**src/rtl/icff_drain.sv**
```systemverilog
// icff_drain: pops one I-cache line from the fill FIFO into the data RAM, then writes the tag entry.
// Optional macro ICFF_CWF_EN adds a critical-word-first forward port (cwf_vld/cwf_data).
module icff_drain #(
  parameter  int LINE_WORDS = 8,
  parameter  int IDX_BITS   = 6,
  parameter  int ADDR_BITS  = 16,
  localparam int OFS_BITS   = $clog2(LINE_WORDS),
  localparam int TAG_BITS   = ADDR_BITS - IDX_BITS - OFS_BITS
) (
  input  logic                         clk,
  input  logic                         rst,
  input  logic                         fill_req,
  input  logic [ADDR_BITS-1:0]         fill_addr,
  input  logic                         fill_abort,
  output logic                         fill_busy,
  output logic                         fill_done,
  input  logic [15:0]                  ff_do,
  input  logic                         ff_empty,
  output logic                         ff_re,
  output logic                         dw_we,
  output logic [IDX_BITS+OFS_BITS-1:0] dw_addr,
  output logic [15:0]                  dw_data,
  output logic                         tw_we,
  output logic [IDX_BITS-1:0]          tw_idx,
  output logic [TAG_BITS-1:0]          tw_tag,
`ifdef ICFF_CWF_EN
  output logic                         cwf_vld,
  output logic [15:0]                  cwf_data,
`endif
  output logic                         tw_valid
);

  typedef enum logic [1:0] {IDLE, INV, FILL, TAG} state_t;

  localparam logic [OFS_BITS:0]   RD_FULL = (OFS_BITS+1)'(LINE_WORDS);
  localparam logic [OFS_BITS-1:0] WR_LAST = OFS_BITS'(LINE_WORDS - 1);

  state_t              state, state_nx;
  logic [TAG_BITS-1:0] tag_q;
  logic [IDX_BITS-1:0] idx_q;
  logic [OFS_BITS:0]   rd_cnt;
  logic [OFS_BITS-1:0] wr_cnt;
  logic                rd_pend;
  logic                abort_flag;

  always_ff @(posedge clk or posedge rst) begin
    if (rst) state <= IDLE;
    else     state <= state_nx;
  end

  // Counters and the abort flag are cleared on the way into INV so every fill starts clean.
  always_ff @(posedge clk or posedge rst) begin
    if (rst) begin
      tag_q      <= '0;
      idx_q      <= '0;
      rd_cnt     <= '0;
      wr_cnt     <= '0;
      rd_pend    <= 1'b0;
      abort_flag <= 1'b0;
    end else begin
      case (state)
        IDLE: begin
          rd_pend <= 1'b0;
          if (fill_req) begin
            tag_q      <= fill_addr[ADDR_BITS-1 -: TAG_BITS];
            idx_q      <= fill_addr[OFS_BITS +: IDX_BITS];
            rd_cnt     <= '0;
            wr_cnt     <= '0;
            abort_flag <= 1'b0;
          end
        end
        INV: begin
          if (fill_abort) abort_flag <= 1'b1;
        end
        FILL: begin
          if (fill_abort) abort_flag <= 1'b1;
          rd_pend <= ff_re;
          if (ff_re)   rd_cnt <= rd_cnt + 1'b1;
          if (rd_pend) wr_cnt <= wr_cnt + 1'b1;
        end
        default: rd_pend <= 1'b0;
      endcase
    end
  end

  // An aborted fill keeps draining so the FIFO stays line-aligned; only the RAM writes are masked.
  always_comb begin
    state_nx  = state;
    ff_re     = 1'b0;
    dw_we     = 1'b0;
    dw_addr   = '0;
    dw_data   = '0;
    tw_we     = 1'b0;
    tw_idx    = '0;
    tw_tag    = '0;
    tw_valid  = 1'b0;
    fill_done = 1'b0;
    case (state)
      IDLE: begin
        if (fill_req) state_nx = INV;
      end
      INV: begin
        tw_we    = 1'b1;
        tw_idx   = idx_q;
        tw_tag   = tag_q;
        state_nx = FILL;
      end
      FILL: begin
        ff_re = !ff_empty && (rd_cnt != RD_FULL);
        if (rd_pend) begin
          dw_we   = !abort_flag;
          dw_addr = {idx_q, wr_cnt};
          dw_data = ff_do;
          if (wr_cnt == WR_LAST) state_nx = TAG;
        end
      end
      TAG: begin
        tw_we     = 1'b1;
        tw_idx    = idx_q;
        tw_tag    = tag_q;
        tw_valid  = !abort_flag && !fill_abort;
        fill_done = 1'b1;
        state_nx  = IDLE;
      end
      default: state_nx = IDLE;
    endcase
  end

  assign fill_busy = (state != IDLE);

`ifdef ICFF_CWF_EN
  logic [OFS_BITS-1:0] ofs_q;

  always_ff @(posedge clk or posedge rst) begin
    if (rst)                          ofs_q <= '0;
    else if (state == IDLE && fill_req) ofs_q <= fill_addr[OFS_BITS-1:0];
  end

  // The missed word is forwarded as it lands in the data RAM, unless the fill is being abandoned.
  always_comb begin
    cwf_vld  = 1'b0;
    cwf_data = '0;
    if (state == FILL && rd_pend && wr_cnt == ofs_q && !abort_flag && !fill_abort) begin
      cwf_vld  = 1'b1;
      cwf_data = ff_do;
    end
  end
`else
  logic unused_ofs;
  assign unused_ofs = ^fill_addr[OFS_BITS-1:0];
`endif

endmodule

```
**config.mk**
```make
export PLATFORM = sky130hd
export DESIGN_NAME = icff_drain
export DESIGN_NICKNAME = d
export VERILOG_FILES = /design/src/rtl/icff_drain.sv
export SDC_FILE = /design/constraint.sdc
export NUM_CORES = 1
export LEC_CHECK = 0
export ABC_AREA = 1
export BUFFER_PORTS_ARGS = -buffer_cell sky130_fd_sc_hd__clkbuf_2
export CORE_MARGIN = 1.5
export CORE_UTILIZATION = 40
export DETAILED_ROUTE_END_ITERATION = 10
export PLACE_DENSITY = 0.82
export RECOVER_POWER = 25
export SLEW_MARGIN = 20
export SYNTH_ARGS = -nofsm -noshare
export SYNTH_HDL_FRONTEND = slang
export SYNTH_SLANG_ARGS = --single-unit
```
**constraint.sdc**
```tcl
create_clock -name clk -period 4.5 [get_ports clk]
set_clock_uncertainty 0.1 [all_clocks]
set_input_delay 0.675 -clock clk [delete_from_list [all_inputs] [get_ports clk]]
set_output_delay 0.675 -clock clk [all_outputs]
set_load 0.01 [all_outputs]
```
==> out/results.txt, run 1 <==
Die height = 63.2 um
Final hold vios = 0
H-tree depth = 1
# DRC = 0
Avg WL per Cell = 9.57 um
WP data required = 3.72 ns
TritonCTS clock tree = built
Final Max Slew Viols = 0
Leakage Power = 1.20 nW
Max Fanout on Critical Path = 14
Setup ws final = 1.75 ns
Max-Cap Viols = 0
Worst VDD drop = 0.251 mV
Post-DRT Antenna Nets = 0
Commonest non-fill, non-tap cell in the layout = clkbuf_2
Crit Path Category = reg2out
Overall Global Routing Usage = 16.7%
Die W = 63.2 um
Largest net degree at the start of global routing = 28
Syn_area_per_cell = 7.21 um^2
Vias in the first global route = 1301
CP endpoint kind = output port
# diodes = 0
Longest Clk Path Bufs = 2
Metal3 WL = 215 um
CP Launch Point = state[1]
Port Buf Inserts = 77
Pre-CTS setup slack = 2.09 ns
Startpoint class of the critical path = flop
Fin nets = 322
Worst min path class = in2async
Post-CTS resize count = 0
Top Metal Used = met4
Worst skew pair latency = 0.31 ns
Rows = 21
Synth Net Count = 246
Period utilisation layout = 61.1%
Final wirelength = 3080 um
Vias/cell = 4.43
IO Pins = 81
Vias post-DR = 1426
Post-DP HPWL = 2400 um
FILL cells = 357
#FFs+latches synth = 24
Pwr Density = 581 mW/mm^2
P&R area growth vs syn = 30.2%
Post-CTS setup buffers = 0
Initial core utilization = 42.4%
Synth Warn # = 0
Worst r2r src = state[0]
DIE AREA = 0.00399 mm^2
Max Fclk = 0.364 GHz
Slew at the pin closest to its max-slew limit = 0.897 ns
Router iterations before antenna repair = 2
Count of final setup violators = 0
RSZ-0062 raised after global routing = false
Sequential share of the synthesized area = 41.5%
Total congestion overflow = 0
Global-route wire length before repair = 5340 um
M1 WL = 1370 um
Synth cell types = 21
Rel. slew slack = 40.1%
CTS Hold Bufs = 0
CP Data Arrival Time = 1.98 ns
Total Neg Setup Slack = 0 ns
Syn Inst Count = 201
CTS buffer count = 3
Final design utilization = 55.2%
DRT iter0 DRCs = 10
Root Driver = clkbuf_4
Commonest non-fill, non-tap cells in the layout = clkbuf_2, nor2_1, inv_1
GP Congestion = 0.829
Clock sink count = 24
Initial antenna violation count = 0
Share of layout cells above drive strength 1 = 31.9%
WL met2 = 1450 um
Synthesized area = 0.00145 mm^2
CTS clk-pin slew, worst paths = 0.13 ns
Tmin final = 2.75 ns
Outcome = complete, no violations
Area of the core = 0.00342 mm^2
kinds of logic (layout without fill, tap and decap cells):
| group | count (synthesis) | after routing | synth area share [%] |
|---|---|---|---|
| xor+xnor | 1 | 1 | 0.605 |
| simple gates | 91 | 91 | 26.0 |
| fa+ha+maj | 8 | 8 | 6.91 |
| flops | 24 | 24 | 41.5 |
| buf+inv | 53 | 128 | 16.1 |
| compound gates | 24 | 24 | 8.90 |
layout make-up:
class / instances / area, um^2 / area share [%]
Tap cell: 46 / 57.6 / 3.05
Clock buffer: 3 / 22.5 / 1.19
Clock inverter: 1 / 30.0 / 1.59
Inverter: 47 / 176 / 9.35
Multi-Input combinational cell: 124 / 614 / 32.6
Timing Repair Buffer: 77 / 385 / 20.4
Sequential cell: 24 / 601 / 31.8
stage by stage:
step                total power, W  instance area, um^2  instances  hold slack, ns
floorplan                 0.000776                 1450        201           0.371
global placement          0.000937                 1830        318           0.396
detailed placement        0.000950                 1830        318           0.404
CTS                        0.00111                 1890        322           0.428
global route               0.00121                 1890        322           0.458
finish                     0.00110                 1890        322           0.412
final timing paths:
path,to,slack (ns),cells past startpoint
hold reg to reg,tag_q[5],0.42,2
setup / recovery,tw_tag[5],1.75,5
max in group asynchronous,tag_q[5],3.35,2
min in group clk,tag_q[5],0.42,2
setup reg to reg,rd_cnt[1],2.73,7
hold / removal,idx_q[0],0.41,2
synthesized netlist by cell type:
| master | number | area, um^2 |
|---|---|---|
| dfrtp_1 | 24 | 601 |
| inv_1 | 46 | 173 |
| o211ai_1 | 1 | 7.51 |
| nand2_2 | 2 | 12.5 |
| nor2_2 | 2 | 12.5 |
| ha_1 | 8 | 100 |
| a21oi_2 | 1 | 8.76 |
| nand4_1 | 2 | 12.5 |
| nand3_1 | 7 | 35.0 |
| o21ai_0 | 6 | 30.0 |
| nand2_1 | 19 | 71.3 |
| nand2_4 | 1 | 11.3 |
| buf_4 | 1 | 7.51 |
| xnor2_1 | 1 | 8.76 |
| buf_2 | 1 | 5.00 |
| nor2_1 | 57 | 214 |
| inv_2 | 1 | 3.75 |
| a21oi_1 | 15 | 75.1 |
| nor3b_1 | 1 | 7.51 |
| o21a_1 | 1 | 7.51 |
| buf_6 | 4 | 45.0 |
power by group:
group          internal, W  total (W)  switching (W)
combinational     0.000215   0.000602       0.000387
clock            0.0000900   0.000156      0.0000659
sequential        0.000300   0.000339      0.0000387
worst max-delay path, cell delays in order (launching register included):
cell	delay [ns]
dfrtp_1	0.42
inv_1	0.08
ha_1	0.21
nor2_1	0.68
nor2_1	0.11
clkbuf_2	0.17
registers in the layout, summed over array words and instances, names as in the netlist:
signal      cells
wr_cnt          3
rd_cnt          4
rd_pend         1
tag_q           7
state           2
idx_q           6
abort_flag      1
per-layer routing:
metal | global-route usage, % | up-vias
met3 | 2.14 | 4
li1 | - | 749
met5 | 0 | -
met1 | 19.5 | 619
met2 | 30.3 | 54
met4 | 7.34 | 0
(Power assumes the default switching activity.)
==> run 2: changes to the inputs <==
- clock period: 4.5 -> 2.75 ns (I/O delays scaled with it)
==> run 2 against run 1 <==
Compared with the run above: total power rose by 66%; final area rose by 0.40%; critical path type unchanged; largest power group unchanged; critical endpoint is now dw_data[7]; sequential share of layout area fell by 0.13 points.
==> out/results.txt, run 2 (synthesized netlist as in run 1, its figures left out) <==
Initial antenna violation count = 0 (unchanged)
CP endpoint kind = output port
Commonest non-fill, non-tap cell in the layout = clkbuf_2
Combinational power share = 55.5% (+0.6 points)
Flop pwr share = 30.3% (-0.6 points)
Count of final setup violators = 0 (unchanged)
TritonCTS clock tree = built
Met2 usage = 31.3% (+0.93 points)
DRT iter0 DRCs = 31 (+21)
IO Pins = 81 (unchanged)
Overall Global Routing Usage = 17.4% (+0.68 points)
# diodes = 0 (unchanged)
CP Data Arrival Time = 1.95 ns (-0.03 ns)
Max Fanout on Critical Path = 26 (+12)
Die W = 63.2 um (unchanged)
Regs by FF count = tag_q x7, idx_q x6, rd_cnt x4
Rel. slew slack = 40.4% (+0.34 points)
Clock share of power = 14.2% (about the same)
RSZ-0062 raised after global routing = false
Leakage Power = 1.20 nW (+0.38%)
Sw frac = 45.0% (+0.21 points)
Slew at the pin closest to its max-slew limit = 0.892 ns (-0.00503 ns)
P&R area growth vs syn = 30.7%
Max Fclk = 0.407 GHz
Vias/cell = 4.44 (+0.25%)
Avg WL per Cell = 10.0 um (+4.5%)
Die height = 63.2 um (unchanged)
FF-to-FF path depth = 7 (unchanged)
Crit path max-delay family = adder cells
GP Congestion = 0.837 (+0.94%)
# DRC = 0 (unchanged)
Startpoint class of the critical path = flop
DIE AREA = 0.00399 mm^2 (unchanged)
Commonest non-fill, non-tap cells in the layout = clkbuf_2, nor2_1, inv_1
Period utilisation layout = 89.4%
Multi-input gate area = 614 um^2 (unchanged)
Post-DRT Antenna Nets = 0 (unchanged)
Router iterations before antenna repair = 4 (+2)
Total congestion overflow = 0 (unchanged)
CP Cell Sequence = inv_1, ha_1, nand2_4, nor2_1, clkbuf_2
Final hold vios = 0 (unchanged)
FILL cells = 366 (+2.5%)
WP data required = 2.24 ns (-1.48 ns)
Met1 GRT Util = 20.7% (+1.1 points)
Share of layout cells above drive strength 1 = 32.1% (+0.25 points)
Largest register FFs = 7 (unchanged)
Worst min path class = in2async
Root Driver = clkbuf_4
FF-to-FF End = rd_cnt[1]
Vias post-DR = 1434 (+0.56%)
Rows = 21 (unchanged)
Bufs and invs on worst path = 2 (unchanged)
CTS clk-pin slew, worst paths = 0.14 ns (about the same)
Pre-CTS setup slack = 0.695 ns (-1.40 ns)
Largest net degree at the start of global routing = 28 (unchanged)
Final wirelength = 3230 um (+4.8%)
Outcome = complete, no violations
Worst VDD drop = 0.440 mV (+76%)
Sequential Area = 601 um^2 (unchanged)
Vias in the first global route = 1315 (+1.1%)
Clock sink count = 24 (unchanged)
Tmin final = 2.46 ns
Worst skew pair latency = 0.32 ns (about the same)
Post-CTS setup buffers = 0 (unchanged)
Initial core utilization = 42.4% (unchanged)
Final Max Slew Viols = 0 (unchanged)
Worst R2R Setup Slack = 0.94 ns (-1.79 ns)
Global route hottest layer = met2
H-tree depth = 1 (unchanged)
Post-CTS resize count = 0 (unchanged)
Global-route wire length before repair = 5590 um (+4.7%)
Most flop-heavy register = tag_q
Fin nets = 323 (+0.31%)
Port Buf Inserts = 77 (unchanged)
Total Neg Setup Slack = 0 ns (unchanged)
Sw power = 0.000823 W (+67%)
Worst r2r src = state[0]
Max-Cap Viols = 0 (unchanged)
Highest-delay cell along the critical path = ha_1
P_int = 0.00100 W (+66%)
Longest Clk Path Bufs = 2 (unchanged)
CTS Hold Bufs = 0 (unchanged)
Area of the core = 0.00342 mm^2 (unchanged)
Setup ws final = 0.292 ns (-1.46 ns)
Post-DP HPWL = 2430 um (+1.3%)
CTS buffer count = 3 (unchanged)
GR Util met3 = 2.32% (+0.18 points)
Pwr Density = 964 mW/mm^2 (+66%)
Crit Path Category = reg2out
Worst path max stage delay = 0.50 ns (-0.18 ns)
run 2: changes by cell type in the layout (fill, tap and decap cells not counted), sizes merged:
cell	previous run	this run
buf	0	1
run 2: layout make-up:
cell class / count / area share (%)
inverters: 47 / 9.31
well taps: 46 / 3.04
multi-input cells: 124 / 32.4
clock buffers: 3 / 1.19
clock inverters: 1 / 1.59
repair buffers: 78 / 20.7
flip-flops and latches: 24 / 31.7
run 2: per-stage QoR:
step | util [%] | area (um^2) | instances | hold slack [ns] | total power (W)
2_1_floorplan | - | 1450 | 201 | 0.327 | 0.00127
3_3_place_gp | 53.9 | 1840 | 319 | 0.397 | 0.00155
3_5_place_dp | 53.9 | 1840 | 319 | 0.398 | 0.00158
4_1_cts | 55.5 | 1890 | 323 | 0.162 | 0.00185
5_1_grt | 55.5 | 1890 | 323 | 0.209 | 0.00201
6_report | 55.5 | 1890 | 323 | 0.138 | 0.00183
run 2: worst max-delay path by stage:
stage                        to  slack [ns]  startpoint  depth (start not counted)
floorplan            dw_addr[0]        1.00    state[0]                          6
global placement     dw_addr[2]        0.72    state[0]                          5
detailed placement  dw_data[11]        0.69    state[0]                          5
CTS                 dw_data[11]        0.29    state[0]                          5
global route         dw_data[9]        0.18    state[0]                          5
finish               dw_data[7]        0.29    state[0]                          5
run 2: metal layers:
metal / part of all wire, % / wire length (um) / up-vias
li1: - / - / 746
met1: 43 / 1390 / 625
met2: 48 / 1570 / 57
met3: 6.6 / 214 / 6
met4: 1.9 / 62 / 0
met5: 0 / 0 / -
run 2: power groups by stage:
| stage | sequential (W) | clock [W] | combinational (W) |
|---|---|---|---|
| after floorplan | 0.000550 | 0 | 0.000721 |
| after global placement | 0.000557 | 0 | 0.000989 |
| after detailed placement | 0.000563 | 0 | 0.00102 |
| after CTS | 0.000555 | 0.000266 | 0.00103 |
| after global routing | 0.000572 | 0.000279 | 0.00116 |
| final | 0.000554 | 0.000259 | 0.00101 |
